$ cat src/rtl/pc_sequencer_pkg.sv
// Shared control-flow encodings and default address map for the fetch front end.
package pc_sequencer_pkg;

    localparam int CPU_ADDR_W = 32;

    localparam logic [31:0] RESET_PC_DEF = 32'h0000_3000;
    localparam logic [31:0] EXC_VEC_DEF  = 32'h0000_4180;

    localparam logic [3:0] NPC_OP_SEQ  = 4'd0;
    localparam logic [3:0] NPC_OP_BEQ  = 4'd1;
    localparam logic [3:0] NPC_OP_J    = 4'd2;
    localparam logic [3:0] NPC_OP_JR   = 4'd3;
    localparam logic [3:0] NPC_OP_BNE  = 4'd4;
    localparam logic [3:0] NPC_OP_BGEZ = 4'd5;
    localparam logic [3:0] NPC_OP_BGTZ = 4'd6;
    localparam logic [3:0] NPC_OP_BLEZ = 4'd7;
    localparam logic [3:0] NPC_OP_BLTZ = 4'd8;

endpackage

$ cat src/rtl/pc_sequencer_if.sv
// D-stage control inputs and F-stage PC outputs of the PC sequencer.
interface pc_sequencer_if #(
    parameter int ADDR_W = 32,
    parameter int CNT_W  = 32
);
    logic              stall;
    logic              int_req;
    logic              eret;
    logic [ADDR_W-1:0] epc;
    logic [3:0]        npc_op;
    logic [25:0]       imm26;
    logic [ADDR_W-1:0] ra;
    logic              equal;
    logic [ADDR_W-1:0] pc;
    logic [ADDR_W-1:0] link_addr;
    logic              fetch_adel;
    logic [CNT_W-1:0]  fetch_count;

    modport master (
        output stall, int_req, eret, epc, npc_op, imm26, ra, equal,
        input  pc, link_addr, fetch_adel, fetch_count
    );

    modport slave (
        input  stall, int_req, eret, epc, npc_op, imm26, ra, equal,
        output pc, link_addr, fetch_adel, fetch_count
    );
endinterface

$ cat src/rtl/pc_sequencer_npc_calc.sv
// Combinational next-PC target for the D-stage control-flow op.
// Latency: zero (pure combinational).
// Backpressure: none; stall/redirect priority lives in the caller.
module npc_calc
    import pc_sequencer_pkg::*;
#(
    parameter int ADDR_W = CPU_ADDR_W
) (
    input  logic [3:0]        npc_op,
    input  logic [ADDR_W-1:0] pc,
    input  logic [25:0]       imm26,
    input  logic [ADDR_W-1:0] ra,
    input  logic              equal,
    output logic [ADDR_W-1:0] target
);
    localparam logic [ADDR_W-1:0] J_KEEP = ~ADDR_W'(32'h0FFF_FFFF);

    logic [ADDR_W-1:0] seq_pc;
    logic [ADDR_W-1:0] br_pc;
    logic [ADDR_W-1:0] j_pc;
    logic              ra_neg;
    logic              ra_zero;

    assign seq_pc  = pc + ADDR_W'(4);
    assign br_pc   = pc + {{(ADDR_W-18){imm26[15]}}, imm26[15:0], 2'b00};
    assign j_pc    = (pc & J_KEEP) | ADDR_W'({imm26, 2'b00});
    assign ra_neg  = ra[ADDR_W-1];
    assign ra_zero = (ra == '0);

    always_comb begin
        target = seq_pc;
        unique case (npc_op)
            NPC_OP_BEQ:  target = equal              ? br_pc : seq_pc;
            NPC_OP_J:    target = j_pc;
            NPC_OP_JR:   target = ra;
            NPC_OP_BNE:  target = !equal             ? br_pc : seq_pc;
            NPC_OP_BGEZ: target = !ra_neg            ? br_pc : seq_pc;
            NPC_OP_BGTZ: target = (!ra_neg && !ra_zero) ? br_pc : seq_pc;
            NPC_OP_BLEZ: target = (ra_neg || ra_zero)   ? br_pc : seq_pc;
            NPC_OP_BLTZ: target = ra_neg             ? br_pc : seq_pc;
            default:     target = seq_pc;
        endcase
    end
endmodule

$ cat src/rtl/pc_sequencer.sv
// F-stage PC register with exception/eret/stall priority, adel flag and fetch counter.
// Latency: one cycle from any input to pc; link_addr and fetch_adel decode pc only.
// Backpressure: stall holds pc and count; int_req and eret override stall.
module pc_sequencer
    import pc_sequencer_pkg::*;
#(
    parameter int                ADDR_W   = CPU_ADDR_W,
    parameter logic [ADDR_W-1:0] RESET_PC = ADDR_W'(RESET_PC_DEF),
    parameter logic [ADDR_W-1:0] EXC_VEC  = ADDR_W'(EXC_VEC_DEF),
    parameter logic [ADDR_W-1:0] IM_BASE  = ADDR_W'(32'h0000_3000),
    parameter logic [ADDR_W-1:0] IM_SIZE  = ADDR_W'(32'h0000_4000),
    parameter int                CNT_W    = 32
) (
    input  logic          clk,
    input  logic          reset,
    pc_sequencer_if.slave bus
);
    // Window bounds carry one extra bit so IM_BASE+IM_SIZE cannot wrap.
    localparam logic [ADDR_W:0] WIN_LO = {1'b0, IM_BASE};
    localparam logic [ADDR_W:0] WIN_HI = {1'b0, IM_BASE} + {1'b0, IM_SIZE};

    logic [ADDR_W-1:0] pc_q;
    logic [ADDR_W-1:0] pc_nxt;
    logic [ADDR_W-1:0] target;
    logic [CNT_W-1:0]  cnt_q;
    logic              advance;

    npc_calc #(.ADDR_W(ADDR_W)) u_npc_calc (
        .npc_op (bus.npc_op),
        .pc     (pc_q),
        .imm26  (bus.imm26),
        .ra     (bus.ra),
        .equal  (bus.equal),
        .target (target)
    );

    always_comb begin
        pc_nxt  = pc_q;
        advance = 1'b0;
        if (bus.int_req) begin
            pc_nxt  = EXC_VEC;
            advance = 1'b1;
        end else if (bus.eret) begin
            pc_nxt  = bus.epc;
            advance = 1'b1;
        end else if (!bus.stall) begin
            pc_nxt  = target;
            advance = 1'b1;
        end
    end

    always_ff @(posedge clk) begin
        if (reset) begin
            pc_q  <= RESET_PC;
            cnt_q <= '0;
        end else begin
            pc_q <= pc_nxt;
            if (advance) begin
                cnt_q <= cnt_q + CNT_W'(1);
            end
        end
    end

    assign bus.pc          = pc_q;
    assign bus.link_addr   = pc_q + ADDR_W'(4);
    assign bus.fetch_count = cnt_q;
    assign bus.fetch_adel  = (pc_q[1:0] != 2'b00)
                           || ({1'b0, pc_q} < WIN_LO)
                           || ({1'b0, pc_q} >= WIN_HI);
endmodule

$ cat src/flat_wrapper.sv
// flat-port wrapper written by rule: the top's interface ports become plain ports
module pc_sequencer_flat import pc_sequencer_pkg::*;
#(
    parameter int                ADDR_W   = CPU_ADDR_W,
    parameter logic [ADDR_W-1:0] RESET_PC = ADDR_W'(RESET_PC_DEF),
    parameter logic [ADDR_W-1:0] EXC_VEC  = ADDR_W'(EXC_VEC_DEF),
    parameter logic [ADDR_W-1:0] IM_BASE  = ADDR_W'(32'h0000_3000),
    parameter logic [ADDR_W-1:0] IM_SIZE  = ADDR_W'(32'h0000_4000),
    parameter int                CNT_W    = 32
)
  (clk, reset, bus_stall, bus_int_req, bus_eret, bus_epc, bus_npc_op, bus_imm26, bus_ra, bus_equal, bus_pc, bus_link_addr, bus_fetch_adel, bus_fetch_count);
  pc_sequencer_if #(.ADDR_W(ADDR_W), .CNT_W(CNT_W)) bus_i ();
  input  logic clk;
  input  logic reset;
  input wire logic [$bits(bus_i.stall)-1:0] bus_stall;
  input wire logic [$bits(bus_i.int_req)-1:0] bus_int_req;
  input wire logic [$bits(bus_i.eret)-1:0] bus_eret;
  input wire logic [$bits(bus_i.epc)-1:0] bus_epc;
  input wire logic [$bits(bus_i.npc_op)-1:0] bus_npc_op;
  input wire logic [$bits(bus_i.imm26)-1:0] bus_imm26;
  input wire logic [$bits(bus_i.ra)-1:0] bus_ra;
  input wire logic [$bits(bus_i.equal)-1:0] bus_equal;
  output wire logic [$bits(bus_i.pc)-1:0] bus_pc;
  output wire logic [$bits(bus_i.link_addr)-1:0] bus_link_addr;
  output wire logic [$bits(bus_i.fetch_adel)-1:0] bus_fetch_adel;
  output wire logic [$bits(bus_i.fetch_count)-1:0] bus_fetch_count;
  assign bus_i.stall = bus_stall;
  assign bus_i.int_req = bus_int_req;
  assign bus_i.eret = bus_eret;
  assign bus_i.epc = bus_epc;
  assign bus_i.npc_op = bus_npc_op;
  assign bus_i.imm26 = bus_imm26;
  assign bus_i.ra = bus_ra;
  assign bus_i.equal = bus_equal;
  assign bus_pc = bus_i.pc;
  assign bus_link_addr = bus_i.link_addr;
  assign bus_fetch_adel = bus_i.fetch_adel;
  assign bus_fetch_count = bus_i.fetch_count;
  pc_sequencer #(.ADDR_W(ADDR_W), .RESET_PC(RESET_PC), .EXC_VEC(EXC_VEC), .IM_BASE(IM_BASE), .IM_SIZE(IM_SIZE), .CNT_W(CNT_W)) u_core (.clk(clk), .reset(reset), .bus(bus_i));
endmodule
$ cat config.mk
export PLATFORM = sky130hd
export DESIGN_NAME = pc_sequencer_flat
export DESIGN_NICKNAME = d
export VERILOG_FILES = /design/src/rtl/pc_sequencer_pkg.sv /design/src/rtl/pc_sequencer_if.sv /design/src/rtl/pc_sequencer_npc_calc.sv /design/src/rtl/pc_sequencer.sv /design/src/flat_wrapper.sv
export SDC_FILE = /design/constraint.sdc
export NUM_CORES = 1
export LEC_CHECK = 0
export CORE_MARGIN = 3
export CORE_UTILIZATION = 42
export CTS_BUF_LIST = sky130_fd_sc_hd__clkbuf_8
export CTS_CLUSTER_SIZE = 25
export DETAILED_ROUTE_END_ITERATION = 16
export DONT_BUFFER_PORTS = 1
export PLACE_DENSITY = 0.54
export REMOVE_ABC_BUFFERS = 1
export SYNTH_ARGS = -nofsm -noshare
export SYNTH_HDL_FRONTEND = slang
export SYNTH_SLANG_ARGS = --single-unit
$ cat constraint.sdc
create_clock -name clk -period 8.6 [get_ports clk]
set_input_delay 1.72 -clock clk [delete_from_list [all_inputs] [get_ports clk]]
set_output_delay 1.72 -clock clk [all_outputs]
set_load 0.02 [all_outputs]
# --- Word level (Yosys, flattened, before mapping) ---
# Cells that the tools add are included.
op_classes:
  n_addsub: 3
  n_lt_le_gt_ge: 2
  mux: 13
  n_reduce_logical: 9
  n_eq_ne: 10
  bitwise_logic: 1
ops:
  columns: ["op", "n"]
  rows:
  - ["2-to-1 mux 32 bit", 8]
  - ["one-hot mux 32 bit (8 select lines)", 1]
  - ["adder 32 x 1 -> 32 bit, second input constant", 1]
  - ["adder 32 x 3 -> 32 bit, second input constant", 1]
  - ["adder 32 bit", 1]
  - [">= comparator 32 x 15 -> 1 bit, second input constant", 1]
  - ["logical NOT 32 bit", 1]
  - ["less-than comparator 32 x 14 -> 1 bit, second input constant", 1]
  - ["bitwise OR 32 x 28 -> 32 bit", 1]
  - ["== test 4 x 3 -> 1 bit, second input constant", 4]
  - ["2-to-1 mux 15 bit", 1]
  - ["== test 4 x 2 -> 1 bit, second input constant", 2]
  - ["== test 4 x 1 -> 1 bit, second input constant", 1]
  - ["== test 4 bit, second input constant", 1]
  - ["logical OR 1 bit", 3]
  - ["2-to-1 mux 1 bit", 3]
  - ["!= test 3 x 1 -> 1 bit, second input constant", 1]
  - ["logical NOT 1 bit", 2]
  - ["!= test 2 x 1 -> 1 bit, second input constant", 1]
  - ["nonzero test 2 bit", 1]
  - ["OR reduction 2 bit", 1]
  - ["logical AND 1 bit", 1]
word_totals:
  word_cells: 41
  regBits: 64
  inputBits: 100
  output_inout_bits: 97

# --- Depth between registers and ports, before layout ---
# Gate-level depths: netlist of the first run.
depth:
  depth_word: 8
  depth_mapped: 11
  depth_no_buf: 10

# --- Hierarchy ---
# A second synthesis of the first run with hierarchy kept.
unflattened:
  hier_cells: 983
  area_unflattened_um2: 7170.6
modules_own_cells:
  columns: ["mod", "instances", "cells_each", "area_each_um2"]
  rows:
  - ["npc_calc", 1, 536, 3593.4]
  - ["pc_sequencer", 1, 447, 3577.2]

# --- Worst setup path after synthesis of the first run ---
# Ideal clock, no wire load.
synth_timing:
  path_kind: "input-to-reg"
  from: "input port bus_imm26[0]"
  to: "register u_core.pc_q[22], in the netlist u_core.bus.pc[22]"
  required_ns: 8.469
  t_arrival_ns: 3.833
  setup_time_ns: 0.131
  path_stages: 10
  setup_slack_ns: 4.636
  path_buffers: 0
  cell_sequence: "ha_1 -> fa_1 -> a211oi_1 -> o21ai_0 -> and4_1 -> o21ai_0 -> o21ai_0 -> xor2_1 -> a222oi_1 -> o31ai_1"
synth_between:
  elab_chain_len: 5
synth_rtl:
  columns: ["element", "line_no", "rtl"]
  rows:
  - ["start, declared", "flat_wrapper.sv:20", "input wire logic [$bits(bus_i.imm26)-1:0] bus_imm26;"]
  - ["adder 32 bit (*)", "pc_sequencer_npc_calc.sv:25", "assign br_pc = pc + {{(ADDR_W-18){imm26[15]}}, imm26[15:0], 2'b00};"]
  - ["2-to-1 mux 32 bit, or another cell as far along", "pc_sequencer_npc_calc.sv:40", "NPC_OP_BLTZ: target = ra_neg ? br_pc : seq_pc;"]
  - ["one-hot mux 32 bit (8 select lines) (*)", "pc_sequencer_npc_calc.sv:32", "unique case (npc_op)"]
  - ["2-to-1 mux 32 bit (*)", "pc_sequencer.sv:46", "end else if (!bus.stall) begin"]
  - ["2-to-1 mux 32 bit (*)", "pc_sequencer.sv:43", "end else if (bus.eret) begin"]
  - ["end signal, assigned", "pc_sequencer.sv:57", "pc_q <= pc_nxt;"]
  - ["end, declared", "pc_sequencer.sv:22", "logic [ADDR_W-1:0] pc_q;"]
# Mark *: on every way between the ends. The rest lies on a longest branch, timed or not. The select of a mux whose other input is x is not followed.
# A chain may end at the register's enable or synchronous reset.

# --- Final worst setup path of the first run ---
layout_timing:
  from: "register u_core.pc_q[2], in the netlist u_core.bus.pc[2]"
  to: "output port bus_link_addr[26]"
layout_between:
  elab_chain_len: 1
layout_rtl:
  columns: ["element", "line_no", "rtl"]
  rows:
  - ["adder 32 x 3 -> 32 bit", "pc_sequencer.sv:65", "assign bus.link_addr = pc_q + ADDR_W'(4);"]
  - ["end, declared", "flat_wrapper.sv:24", "output wire logic [$bits(bus_i.link_addr)-1:0] bus_link_addr;"]
# No other way between the ends.

==> results of run 1 <==
-- power breakdown --
group          internal (mW)  total [mW]  leakage (nW)  switching, mW
clock                  0.161       0.307         0.101          0.146
combinational         0.0963       0.254          2.05          0.157
sequential             0.306       0.342         0.521         0.0360
total                  0.563       0.902          2.67          0.339
-- final cells by class --
| class | count | area share [%] |
|---|---|---|
| Clock buffer | 9 | 1.748 |
| Clock inverter | 6 | 1.201 |
| Inverter | 24 | 1.271 |
| Multi-Input combinational cell | 777 | 73.35 |
| Sequential cell | 64 | 18.08 |
| Tap cell | 216 | 3.814 |
| Timing Repair Buffer | 5 | 0.5298 |
-- placed cells by master, fill, tap and decap left out, types with 6 or more instances in the layout --
cell	synthesis	layout
nor2_1	102	102
nand2_1	76	76
o21ai_0	68	68
dfxtp_1	64	64
a21oi_1	61	61
xnor2_1	41	41
xor2_1	38	38
nand3_1	35	35
ha_1	32	32
mux2i_1	28	28
nor3_1	25	25
inv_1	24	24
a21o_1	19	19
nand4_1	18	18
a211oi_1	17	17
nor4_1	16	16
and3_1	15	15
a221oi_1	14	14
a31oi_1	11	11
o211ai_1	10	10
o21a_1	9	9
clkbuf_8	0	9
o31ai_1	8	8
o22ai_1	7	7
or3_1	7	7
and4_1	6	6
nor2b_1	6	6
-- flip-flops by register name (all words and copies together), names as in the netlist, named ones only --
register and cells:
u_core.bus.fetch_count 32, u_core.bus.pc 30
-- routing by layer --
metal / vias to the layer above / global-route usage, % / part of all wire (%)
met2: 385 / 47.86 / 47
met4: 0 / 8.343 / 1.9
li1: 3352 / - / -
met3: 36 / 8.573 / 10
met5: - / 0 / 0
met1: 3425 / 36.14 / 41
-- per-stage QoR --
step / instances / hold slack, ns / power, mW / utilization [%]
after floorplan: 865 / 0.5476 / 0.5289 / -
after global placement: 1086 / 0.5789 / 0.5967 / 43.13
after detailed placement: 1086 / 0.5987 / 0.5974 / 43.13
after CTS: 1101 / 0.6107 / 0.9010 / 44.44
after global routing: 1101 / 0.6382 / 0.9422 / 44.44
final: 1101 / 0.6042 / 0.9020 / 44.44
-- cells in the mapped netlist (all sizes together), types with 17 or more instances --
cell	count	share of area (%)
mux2i	29	4.4
nand4	20	2.3
o21ai	71	5.3
a21o	19	2.1
ha	32	5.9
nand3	39	3.3
dfxtp	64	19
a211oi	17	1.9
nor4	21	2.6
buf	23	2.2
a21oi	63	4.8
nand2	77	4.3
nor3	28	2.3
inv	24	1.3
xor2	38	4.9
xnor2	41	5.2
nor2	103	5.7
clkbuf	33	1.8
-- critical path, stage by stage (launching register included) --
cell and delay (ns):
dfxtp_1 0.67, ha_1 0.41, nand2_1 0.16, nor3_2 0.53, and2_1 0.36, nand3_1 0.13, xnor2_1 0.71
-- worst paths after layout --
path                              startpoint                          to  slack [ns]  cells after the start
setup / recovery            u_core.bus.pc[2]           bus_link_addr[26]        3.52                      6
hold reg to reg   u_core.bus.fetch_count[28]  u_core.bus.fetch_count[28]        0.60                      2
setup reg to reg            u_core.bus.pc[2]           u_core.bus.pc[26]        5.04                      9
hold / removal    u_core.bus.fetch_count[28]  u_core.bus.fetch_count[28]        0.60                      2
-- kinds of logic after synthesis --
| kind of cell | after synthesis |
|---|---|
| AND/OR/NAND/NOR | 347 |
| AO/OA/AOI/OAI | 284 |
| buffers and inverters | 80 |
| XOR/XNOR | 79 |
| flip-flops | 64 |
| multiplexers | 34 |
| adder cells (fa/ha/maj) | 33 |
==> results.ini, run 1 <==
[clock_network]
cts_tree=yes
h-tree-depth=3
hold_buffers=0
cts_made_buffers=9
clk_pin_slew_ns=0.09
insertion_delay_ns=0.38
clock_path_buffers=2
post_cts_resized=0
ctsRootBufferMaster=clkbuf_8
post_cts_buffers=0
clock_sinks=64

[sta]
slew_violations=0
setup_tns_ns=0
rsz0062_at_grt=false
setup_ws_ns=3.518
finalHoldViolations=0
fmax_mhz=196.8
worst_slew_pin_slew_ns=1.177
setup_viol=0
min_period_ns=5.082
relSlewSlack_pct=21.56
worst_clock_skew_ns=0.01395
fin_crit_sh_pct=59.10

[routing]
wl_per_cell_um=23.96
wl_um=26380
first_pass_iters=5
vias_per_cell=6.538
dr_total_vias=7198
drtAntennaViolNets=0
drc=0
drt_iter0_markers=600

[logic_synthesis]
synth_warnings=0
synthAdderAreaFrac_pct=6.144
ys_ff_latch=64
synth_area_per_cell_um2=7.430
ys_types=89
synthMuxAreaShare_pct=5.303
synth_edf_count=0
synth_compound_area_share_pct=28.09
async_flop_share_pct=0
yosys.area_share.simple_pct=26.31
seq_area_frac_synth_pct=18.72
post_synth_xor_area_fraction_pct=10.11
synthFlopType=dfxtp_1
synth_top_family_by_area=compound AO/OA/AOI/OAI gates
syn_area_mm2=0.006843
syn_inst=921

[global_route]
grt_max_degree=52
grt_usage_pct=28.76
grt_pass1_vias=7045
grt_overflow=0
antenna_found_initial=0
grt_pass1_wl_um=40610

[placement]
placed_cell_area_mm2=0.006877
dp_hpwl_um=19700
dp_slack_ns=3.871
portBuffers=0
routabilityCongestion=0.9440

[finish]
n_fill_cell=1683
regArea_mm2=0.001281
multi_input_area_mm2=0.005197
syn_to_final_growth_pct=3.547
diodes=0
final_area_mm2=0.007086
drive_gt1_share_pct=6.667
layout.nets=1014

[floorplan]
die_h_um=133.6
rows=46
die_area_mm2=0.01786
ioPinCount=197
die_w_um=133.6
coreArea_mm2=0.01594
initial_utilization_pct=42.92

[critical_path]
cp_max_fo=10
cp_data_arrival_time_ns=3.36
required_ns=6.88
cp-start-kind=flop
worstSetupPathType=flop to primary output
cp-end-kind=primary output

[min_path]
min_path_type=flop to flop

[run_status]
status=finished clean

[power_and_ir_drop]
vdd.ir_drop.worst_mv=0.06116
p_leak_nw=2.671
cellPowerDensity_mw_per_mm2=127.3

[run]
cap_violations=0

Power figures use the tool's default switching activity.
==> run 2: changes to the inputs <==
- clock period: 8.6 -> 5.2 ns (I/O delays scaled with it)
==> run 2 against run 1 <==
Against the previous run: register-to-register slack lost 3.3 ns; sequential cell count is the same; critical path depth is the same; clock-buffer cell count is the same; sequential share of layout area is essentially flat; design area is essentially flat; combinational power grew 67%; worst setup slack lost 2.6 ns; first-iteration DRC count shrank 9.5%; total power grew 60%; critical path type unchanged; largest cell class unchanged.
==> results.ini, run 2 (synthesized netlist as in run 1, its figures left out) <==
[finish]
fin_cells=1105  ; +0.36%
drive_gt1_share_pct=7.087  ; +0.42 points
n_fill_cell=1675  ; -0.48%
diodes=0  ; unchanged
largest_reg_flops=32  ; unchanged
layout.nets=1018  ; +0.39%
layout_commonest_cell=nor2_1
syn_to_final_growth_pct=3.639  ; about the same
final_area_mm2=0.007092  ; about the same
final_cell_mix=102 x nor2_1, 76 x nand2_1, 68 x o21ai_0

[floorplan]
coreArea_mm2=0.01594  ; unchanged
initial_utilization_pct=42.92  ; unchanged
rows=46  ; unchanged
ioPinCount=197  ; unchanged
die_area_mm2=0.01786  ; unchanged
die_w_um=133.6  ; unchanged
die_h_um=133.6  ; unchanged

[global_route]
grt_usage_pct=29.23  ; +0.47 points
use_met3_pct=8.233  ; -0.34 points
grt_overflow=0  ; unchanged
grt_pass1_vias=7098  ; +0.75%
grt_pass1_wl_um=41010  ; +0.99%
antenna_found_initial=0  ; unchanged
grt_max_degree=52  ; unchanged
grt_busiest_layer=met2
grtUsageMet1_pct=36.64  ; +0.50 points
grt_use_met2_pct=48.45  ; +0.59 points

[critical_path]
critPathBufInv=0  ; unchanged
startpoint=u_core.bus.pc[2]
cp.depth=6  ; unchanged
cp-start-kind=flop
cp-end-kind=primary output
r2r-end=u_core.bus.pc[22]
crit_end=bus_link_addr[30]
worst-r2r-cell-count=10  ; +1
required_ns=4.16  ; -2.72 ns
cp_top_family=simple AND/OR/NAND/NOR gates
regToRegStartpoint=u_core.bus.pc[2]
worstSetupPathType=flop to primary output
r2r_setup_slack_ns=1.73  ; -3.31 ns
cp_max_fo=10  ; unchanged
cp_data_arrival_time_ns=3.19  ; -0.17 ns
crit_slowest_cell=dfxtp_1
path_cells=ha_1 -> nand2_1 -> nor3_2 -> nand3_1 -> nor3_1 -> xor2_1
slowest_delay_ns=0.69  ; -0.02 ns

[clock_network]
cts_made_buffers=9  ; unchanged
post_cts_buffers=0  ; unchanged
clk_pin_slew_ns=0.10  ; about the same
h-tree-depth=3  ; unchanged
clock_path_buffers=2  ; unchanged
insertion_delay_ns=0.38  ; about the same
hold_buffers=0  ; unchanged
ctsRootBufferMaster=clkbuf_8
clock_sinks=64  ; unchanged
cts_tree=yes
post_cts_resized=0  ; unchanged

[sta]
setup_viol=0  ; unchanged
min_period_ns=4.235
fin_crit_sh_pct=81.44
relSlewSlack_pct=19.74  ; -1.8 points
fmax_mhz=236.1
worst_slew_pin_slew_ns=1.201  ; +0.02438 ns
setup_tns_ns=0  ; unchanged
slew_violations=0  ; unchanged
finalHoldViolations=0  ; unchanged
worst_clock_skew_ns=0.02427  ; +0.01032 ns
rsz0062_at_grt=false

[placement]
placed_cell_area_mm2=0.006907  ; +0.44%
place_inst=1090  ; +0.37%
routabilityCongestion=0.9427  ; -0.14%
portBuffers=0  ; unchanged
dp_hpwl_um=19960  ; +1.3%

[min_path]
min_path_type=flop to flop

[run_status]
status=finished clean

[routing]
first_pass_iters=5  ; unchanged
drt_iter0_markers=543  ; -9.5%
drc=0  ; unchanged
drtAntennaViolNets=0  ; unchanged
wl_um=26870  ; +1.9%
vias_per_cell=6.573  ; +0.54%
dr_total_vias=7263  ; +0.90%
wl_per_cell_um=24.32  ; +1.5%

[power_and_ir_drop]
cellPowerDensity_mw_per_mm2=203.8  ; +60%
p_leak_nw=2.685  ; +0.53%
vdd.ir_drop.worst_mv=0.1091  ; +78%
design_power_total_mw=1.445  ; +60%

[run]
cap_violations=0  ; unchanged

-- run 2: cell types whose count changed in the layout (fill, tap and decap cells not counted), sizes merged --
cell and delta:
buf +4, bufinv -1, clkinv +2, clkinvlp -1
-- run 2: metal layers --
layer / wire [um] / vias up / share of wire (%)
met5: 0 / - / 0
met4: 641 / 0 / 2.4
met3: 2745 / 48 / 10
met2: 12550 / 360 / 47
met1: 10930 / 3489 / 41
li1: - / 3366 / -
-- run 2: worst min path at each step --
stage                                     from                          to  slack (ns)  depth (start not counted)
global placement    u_core.bus.fetch_count[30]  u_core.bus.fetch_count[30]        0.58                          2
finish               u_core.bus.fetch_count[1]   u_core.bus.fetch_count[1]        0.60                          2
CTS                  u_core.bus.fetch_count[1]   u_core.bus.fetch_count[1]        0.60                          2
floorplan            u_core.bus.fetch_count[1]   u_core.bus.fetch_count[1]        0.55                          2
global route         u_core.bus.fetch_count[1]   u_core.bus.fetch_count[1]        0.64                          2
detailed placement   u_core.bus.fetch_count[1]   u_core.bus.fetch_count[1]        0.59                          2
-- run 2: layout make-up --
type	count	area, um^2	area share (%)
multi-input cells	777	5197	73.29
clock buffers	9	123.9	1.747
flip-flops and latches	64	1281	18.07
clock inverters	6	61.31	0.8645
well taps	216	270.3	3.811
inverters	24	90.09	1.270
repair buffers	9	67.56	0.9527
-- run 2: report_power, final --
group,switching [mW],internal (mW),total [mW]
Combinational,0.263,0.161,0.424
Sequential,0.0598,0.505,0.565
Clock,0.239,0.217,0.456
Total,0.561,0.884,1.45
-- run 2: worst register-to-register path: cells and delay by family (launching register included) --
family | cells | cell delay (ns)
compound gates | 6 | 1.57
fa+ha+maj | 2 | 0.78
flops | 1 | 0.51
xor+xnor | 1 | 0.17
simple gates | 1 | 0.30
-- run 2: through the flow --
stage | hold slack [ns] | utilization (%) | worst slack [ns]
finish | 0.6016 | 44.48 | 0.9653
global route | 0.6371 | 44.48 | 0.8015
CTS | 0.6047 | 44.48 | 0.9595
detailed placement | 0.5949 | 43.32 | 1.242
global placement | 0.5786 | 43.32 | 1.291
floorplan | 0.5476 | - | 1.918
